**src/rtl/rst_sequencer_if.sv**
```systemverilog
// Sequencer <-> SDRAM controller / system status bundle.
// The sequencer drives the resets and status; the memory side reports init-done.
interface rst_sequencer_if;
  logic       i_memory_initialized;
  logic       o_sys_rst;
  logic       o_sdr_rst;
  logic       o_sdr_init_req;
  logic       o_system_ready;
  logic       o_init_error;
  logic [2:0] o_state;

  modport master (
    input  i_memory_initialized,
    output o_sys_rst, o_sdr_rst, o_sdr_init_req, o_system_ready, o_init_error, o_state
  );
  modport slave (
    output i_memory_initialized,
    input  o_sys_rst, o_sdr_rst, o_sdr_init_req, o_system_ready, o_init_error, o_state
  );
endinterface

```
**src/rtl/rst_sequencer.sv**
```systemverilog
// Board reset sequencer: PLL lock -> settle -> SDRAM power-up -> init (with retry) -> hold -> run.
// Button and PLL lock are synchronized; the button is also debounced.
module rst_sequencer #(
  parameter int unsigned SETTLE_CYCLES   = 256,
  parameter int unsigned PWRUP_CYCLES    = 8000,
  parameter int unsigned INIT_TIMEOUT    = 65535,
  parameter int unsigned HOLD_CYCLES     = 16,
  parameter int unsigned DEBOUNCE_CYCLES = 1024,
  parameter int unsigned MAX_RETRY       = 3
) (
  input  logic           i_brd_clk,
  input  logic           i_brd_rst,
  input  logic           i_btn_rst,
  input  logic           i_pll_locked,
  rst_sequencer_if.master bus
);

  localparam int unsigned RW = (MAX_RETRY < 2) ? 1 : $clog2(MAX_RETRY + 1);
  localparam int unsigned DW = (DEBOUNCE_CYCLES < 2) ? 1 : $clog2(DEBOUNCE_CYCLES + 1);

  localparam logic [19:0]   SETTLE_END = 20'(SETTLE_CYCLES - 1);
  localparam logic [19:0]   PWRUP_END  = 20'(PWRUP_CYCLES - 1);
  localparam logic [19:0]   INIT_END   = 20'(INIT_TIMEOUT - 1);
  localparam logic [19:0]   HOLD_END   = 20'(HOLD_CYCLES - 1);
  localparam logic [DW-1:0] DB_END     = DW'(DEBOUNCE_CYCLES - 1);
  localparam logic [RW-1:0] RETRY_MAX  = RW'(MAX_RETRY);

  typedef enum logic [2:0] {
    WAIT_LOCK = 3'd0,
    SETTLE    = 3'd1,
    PWRUP     = 3'd2,
    INIT      = 3'd3,
    HOLD      = 3'd4,
    RUN       = 3'd5,
    ERR       = 3'd6
  } state_t;

  state_t        state, nxt;
  logic [19:0]   cnt;
  logic [RW-1:0] retry, retry_inc;
  logic          pll_s1, pll_s2, btn_s1, btn_s2, btn_db;
  logic [DW-1:0] db_cnt;
  logic          tmo, timed;

  assign retry_inc = retry + RW'(1);
  assign timed     = (state == SETTLE) || (state == PWRUP) || (state == INIT) || (state == HOLD);

  // Priority: button, then lock loss, then init-done, then timeout.
  always_comb begin
    nxt = state;
    tmo = 1'b0;
    if (btn_db) begin
      nxt = WAIT_LOCK;
    end else begin
      case (state)
        WAIT_LOCK: if (pll_s2) nxt = SETTLE;
        SETTLE: begin
          if (!pll_s2)                nxt = WAIT_LOCK;
          else if (cnt == SETTLE_END) nxt = PWRUP;
        end
        PWRUP: begin
          if (!pll_s2)               nxt = WAIT_LOCK;
          else if (cnt == PWRUP_END) nxt = INIT;
        end
        INIT: begin
          if (!pll_s2)                       nxt = WAIT_LOCK;
          else if (bus.i_memory_initialized) nxt = HOLD;
          else if (cnt == INIT_END) begin
            tmo = 1'b1;
            nxt = (retry_inc == RETRY_MAX) ? ERR : SETTLE;
          end
        end
        HOLD: begin
          if (!pll_s2)              nxt = WAIT_LOCK;
          else if (cnt == HOLD_END) nxt = RUN;
        end
        RUN:     if (!pll_s2) nxt = WAIT_LOCK;
        ERR:     nxt = ERR;
        default: nxt = WAIT_LOCK;
      endcase
    end
  end

  always_ff @(posedge i_brd_clk) begin
    if (i_brd_rst) begin
      pll_s1             <= 1'b0;
      pll_s2             <= 1'b0;
      btn_s1             <= 1'b0;
      btn_s2             <= 1'b0;
      btn_db             <= 1'b0;
      db_cnt             <= '0;
      state              <= WAIT_LOCK;
      cnt                <= '0;
      retry              <= '0;
      bus.o_sys_rst      <= 1'b1;
      bus.o_sdr_rst      <= 1'b1;
      bus.o_sdr_init_req <= 1'b0;
      bus.o_system_ready <= 1'b0;
      bus.o_init_error   <= 1'b0;
      bus.o_state        <= 3'd0;
    end else begin
      pll_s1 <= i_pll_locked;
      pll_s2 <= pll_s1;
      btn_s1 <= i_btn_rst;
      btn_s2 <= btn_s1;

      // Count consecutive cycles the synced button disagrees with btn_db.
      if (btn_s2 == btn_db) begin
        db_cnt <= '0;
      end else if (db_cnt == DB_END) begin
        db_cnt <= '0;
        btn_db <= ~btn_db;
      end else begin
        db_cnt <= db_cnt + DW'(1);
      end

      state <= nxt;
      if (nxt != state) cnt <= '0;
      else if (timed)   cnt <= cnt + 20'd1;

      if (btn_db)                          retry <= '0;
      else if (nxt == RUN && state != RUN) retry <= '0;
      else if (tmo)                        retry <= retry_inc;

      // Outputs decode the next state so they move with the state register.
      bus.o_sys_rst      <= (nxt != RUN);
      bus.o_sdr_rst      <= (nxt == WAIT_LOCK) || (nxt == SETTLE) || (nxt == ERR);
      bus.o_sdr_init_req <= (nxt == INIT);
      bus.o_system_ready <= (nxt == RUN);
      bus.o_init_error   <= (nxt == ERR);
      bus.o_state        <= nxt;
    end
  end

endmodule

```
**src/flat_wrapper.sv**
```systemverilog
// flat-port wrapper written by rule: the top's interface ports become plain ports
module rst_sequencer_flat 
#(
  parameter int unsigned SETTLE_CYCLES   = 256,
  parameter int unsigned PWRUP_CYCLES    = 8000,
  parameter int unsigned INIT_TIMEOUT    = 65535,
  parameter int unsigned HOLD_CYCLES     = 16,
  parameter int unsigned DEBOUNCE_CYCLES = 1024,
  parameter int unsigned MAX_RETRY       = 3
)
  (i_brd_clk, i_brd_rst, i_btn_rst, i_pll_locked, bus_i_memory_initialized, bus_o_sys_rst, bus_o_sdr_rst, bus_o_sdr_init_req, bus_o_system_ready, bus_o_init_error, bus_o_state);
  rst_sequencer_if bus_i ();
  input  logic i_brd_clk;
  input  logic i_brd_rst;
  input  logic i_btn_rst;
  input  logic i_pll_locked;
  input wire logic [$bits(bus_i.i_memory_initialized)-1:0] bus_i_memory_initialized;
  output wire logic [$bits(bus_i.o_sys_rst)-1:0] bus_o_sys_rst;
  output wire logic [$bits(bus_i.o_sdr_rst)-1:0] bus_o_sdr_rst;
  output wire logic [$bits(bus_i.o_sdr_init_req)-1:0] bus_o_sdr_init_req;
  output wire logic [$bits(bus_i.o_system_ready)-1:0] bus_o_system_ready;
  output wire logic [$bits(bus_i.o_init_error)-1:0] bus_o_init_error;
  output wire logic [$bits(bus_i.o_state)-1:0] bus_o_state;
  assign bus_i.i_memory_initialized = bus_i_memory_initialized;
  assign bus_o_sys_rst = bus_i.o_sys_rst;
  assign bus_o_sdr_rst = bus_i.o_sdr_rst;
  assign bus_o_sdr_init_req = bus_i.o_sdr_init_req;
  assign bus_o_system_ready = bus_i.o_system_ready;
  assign bus_o_init_error = bus_i.o_init_error;
  assign bus_o_state = bus_i.o_state;
  rst_sequencer #(.SETTLE_CYCLES(SETTLE_CYCLES), .PWRUP_CYCLES(PWRUP_CYCLES), .INIT_TIMEOUT(INIT_TIMEOUT), .HOLD_CYCLES(HOLD_CYCLES), .DEBOUNCE_CYCLES(DEBOUNCE_CYCLES), .MAX_RETRY(MAX_RETRY)) u_core (.i_brd_clk(i_brd_clk), .i_brd_rst(i_brd_rst), .i_btn_rst(i_btn_rst), .i_pll_locked(i_pll_locked), .bus(bus_i));
endmodule
```
**config.mk**
```make
export PLATFORM = sky130hd
export DESIGN_NAME = rst_sequencer_flat
export DESIGN_NICKNAME = d
export VERILOG_FILES = /design/src/rtl/rst_sequencer_if.sv /design/src/rtl/rst_sequencer.sv /design/src/flat_wrapper.sv
export SDC_FILE = /design/constraint.sdc
export NUM_CORES = 1
export LEC_CHECK = 0
export ABC_AREA = 1
export BUFFER_PORTS_ARGS = -buffer_cell sky130_fd_sc_hd__buf_2
export CAP_MARGIN = 20
export CORE_UTILIZATION = 60
export CTS_CLUSTER_SIZE = 10
export DETAILED_ROUTE_END_ITERATION = 10
export PLACE_DENSITY_LB_ADDON = 0.12
export SLEW_MARGIN = 25
export SYNTH_ARGS = -nofsm -noshare
export SYNTH_HDL_FRONTEND = slang
export SYNTH_SLANG_ARGS = --single-unit
```
**constraint.sdc**
```tcl
create_clock -name i_brd_clk -period 2.2 [get_ports i_brd_clk]
set_clock_uncertainty 0.05 [all_clocks]
set_input_delay 0.11 -clock i_brd_clk [delete_from_list [all_inputs] [get_ports i_brd_clk]]
set_output_delay 0.11 -clock i_brd_clk [all_outputs]
set_load 0.1 [all_outputs]
```
==> summary.md <==
| Metric | Value |
|---|---|
| Status | finished clean |
| Initial antenna violation count | 0 |
| Detailed Place HPWL | 3125 µm |
| Layout cells sized above 1 | 0.2590 |
| Startpoint types | flip-flop |
| Final WL | around 4500 µm |
| Headroom to the max-slew limit | 0.6781 |
| Setup Viol. Count Final | 0 |
| TNS Setup | 0 ns |
| Synth area leader | dfxtp_1 |
| Critical path buffer and inverter count | 1 |
| Largest family of logic cells by synthesized area | simple AND/OR/NAND/NOR gates |
| Worst Setup SP | u_core.cnt[0] |
| HP Start | i_brd_rst |
| Critical Path Fanout Max | 10 |
| Pwr dens | 621.6 nW/µm² |
| Post-synthesis mux area share | 0 |
| Delay-heaviest family, CP | simple AND/OR/NAND/NOR gates |
| Gr usage total | 0.2316 |
| Hold crit path type | input pin to flip-flop |
| Number of remaining DRC errors | 0 |
| Complex-gate fraction of the synthesized area | 0.03737 |
| Total power | around 1.7 mW |
| Post-synthesis simple-gate area fraction | 0.3807 |
| Ports | 13 |
| Period minus WS final | 2.020 ns |
| Worst EP arrival | 2.20 ns |
| YS warnings | 0 |
| Final worst path period share | 0.9182 |
| Vias in the first global route | 1805 |
| Syn nets | 319 |
| Die area | 4160 µm² |
| Die height | roughly 64 µm |
| Worst setup margin | 0.1799 ns |
| Gpl congestion | 0.8526 |
| Max Root-Sink Buffers | 2 |
| N_diodes | 0 |
| Post-synth cell types | 31 |
| FP Rows | 22 |
| Worst Max-Slew Pin Slew | 0.4863 ns |
| Top-area cell type share of the netlist area | 0.3930 |
| Pin count of the biggest net entering global routing | 21 |
| Core box area | approximately 3700 µm² |
| Slowest stage cell on the critical path | dfxtp_2 |
| Skew-Pair Late Insertion Delay | about 0.30 ns |
| CTS tree | built |
| Final antenna-violating net count | 0 |
| Clock tree root buffer cell | clkbuf_8 |
| Mapped Avg Cell Area | around 7.6 µm² |
| Detailed Routing Iterations Pass 1 | 4 |
| Crit path required time | 2.38 ns |
| DR WL/cell | 11.75 µm |
| Post-Synth Adder-Cell Area | 0.02136 |
| Synth Area in XOR/XNOR | 0.08596 |
| Via count | 1935 |
| Lkg Pwr | 1.113 nW |
| CP most frequent cell | nand2_1 |
| Worst Setup End Kind | flip-flop |
| Worst-path clk slew | around 0.09 ns |
| Fmax | 495.0 MHz |
| Final net count | 340 |
| Initial Utilization | 0.6306 |
| Post-place setup slack | 0.1253 ns |
| Setup CP Type | flip-flop to flip-flop |
| Synth Instances | 310 |
| PortBufs | 12 |
| Sequence of cells on the critical path | ha_1 > nand3_2 > nor2_1 > nand3_1 > nand2_1 > nand2_1 > nand2_1 > nand2_1 > nand2_1 > nand2_2 > nand2_2 > nand2_2 > nand2_2 > nand3_4 > buf_12 > nor2_2 |
| Peak VDD IR | 594.6 µV |
| Post-synthesis sequential area ratio | 0.3930 |
| TritonCTS Sinks | 46 |
| Hold Vio Cnt, Final | 0 |
| TritonCTS buffer count | 5 |
| Unrepaired setup endpoints after global routing | no |
| Max stage delay on crit path | 0.37 ns |
| Syn-to-layout area delta | 15.59% |
| 1st-iter DRT viols | 103 |
| First-pass GRT wire length | 7431 µm |
| Fin. max-slew vios | 0 |
| H-tree depth | 2 |
| Mapped Area | 2343 µm² |
| Worst r2r src | u_core.cnt[0] |
| Number of synthesized register bits | 46 |
| Routed vias/inst | 5.092 |
| Largest cells by area after synthesis | dfxtp_1, nand2_1, nor2_1 |
| Chip width | 64.50 µm |
| Post-CTS setup buffer count | 0 |
| Max_cap viols | 0 |
| GR Overflow Total | 0 |
[worst register-to-register path, stage by stage (launching register included)]
cell,delay [ns]
dfxtp_2,0.37
ha_1,0.18
nand3_2,0.11
nor2_1,0.12
nand3_1,0.10
nand2_1,0.08
nand2_1,0.04
nand2_1,0.07
nand2_1,0.07
nand2_1,0.07
nand2_2,0.06
nand2_2,0.10
nand2_2,0.06
nand2_2,0.07
nand3_4,0.10
buf_12,0.17
nor2_2,0.12
[flip-flops by register name, indices dropped and copies added, names as in the netlist, 2 cells and up]
register            flops
u_core.retry            2
u_core.db_cnt          11
u_core.bus.o_state      3
u_core.cnt             20
[cells in the mapped netlist]
master    instances
nand3_2           3
inv_2             1
inv_1            39
o21ai_0           6
nand2_4           1
o211a_1           1
or2_2             2
nor2_4            3
nand2_2           6
nor2_1           42
nor3b_1           3
nor3_4            1
nor4_1            1
o31ai_1           1
nand4_4           1
xor2_1           14
nand4_1           9
nor2_2           22
a21oi_1           8
nand3_1          16
nand2_1          56
nor3_1            7
buf_6             3
nor3_2            1
nand3b_1          1
ha_1              4
dfxtp_1          46
xnor2_1           9
or2_1             1
clkinv_1          1
clkbuf_1          1
[final cells by class]
cell class,count,area (µm²)
fillers,294,1007
clock buffers,6,82.58
multi-input cells,219,1269
clock inverters,2,60.06
repair buffers,18,140.1
inverters,41,153.9
well taps,48,60.06
flip-flops and latches,46,943.4
[power breakdown]
part	leakage (nW)	switching [mW]	internal, mW
clock network	0.0714	0.290	0.484
logic	0.662	0.0429	0.0269
registers	0.379	0.00415	0.835
total	1.11	0.337	1.35
[final timing paths]
path | to | slack, ns | depth (start not counted)
setup reg to reg | u_core.cnt[2] | 0.18 | 16
setup / recovery | u_core.cnt[2] | 0.18 | 16
hold / removal | u_core.pll_s1 | 0.06 | 2
hold reg to reg | u_core.btn_s2 | 0.37 | 2
[routing by layer]
layer  vias to the layer above  share of wire  track usage
met4                         0          0.023       0.1000
met3                        12          0.030      0.05106
met5                         -              0            0
li1                       1011              -            -
met2                        27           0.50       0.4118
met1                       885           0.45       0.2644
[through the flow]
step	instances	util	hold slack [ns]	area [µm²]
after global placement	369	0.6633	0.2623	2465
after global routing	380	0.7290	0.07513	2709
after floorplan	310	-	0.1670	2347
after CTS	379	0.7071	0.05702	2628
final	380	0.7290	0.05792	2709
after detailed placement	369	0.6633	0.2652	2465
[cells by family after synthesis]
family / count (synthesis)
and+or+nand+nor: 176
DFF: 46
buffers and inverters: 45
xor gates and xnor gates: 23
AOI/OAI and AO/OA: 16
adders and majority gates: 4
[timing repair]
item | 4_1_cts | 5_1_grt
hold endpoints to repair | 2 | 0
hold buffers | 2 | 0
endpoints found under the setup margin | 0 | 30
resized for setup | 0 | 22
[placed cells by master, fill, tap and decap left out, types with 9 or more instances in the layout]
cell type and n:
dfxtp_2 12, xor2_1 14, nand4_1 9, nor2_2 23, buf_2 12, nand3_1 14
inv_1 39, xnor2_1 9, nor2_1 40, dfxtp_1 32, nand2_1 54
(Power assumes the default switching activity.)
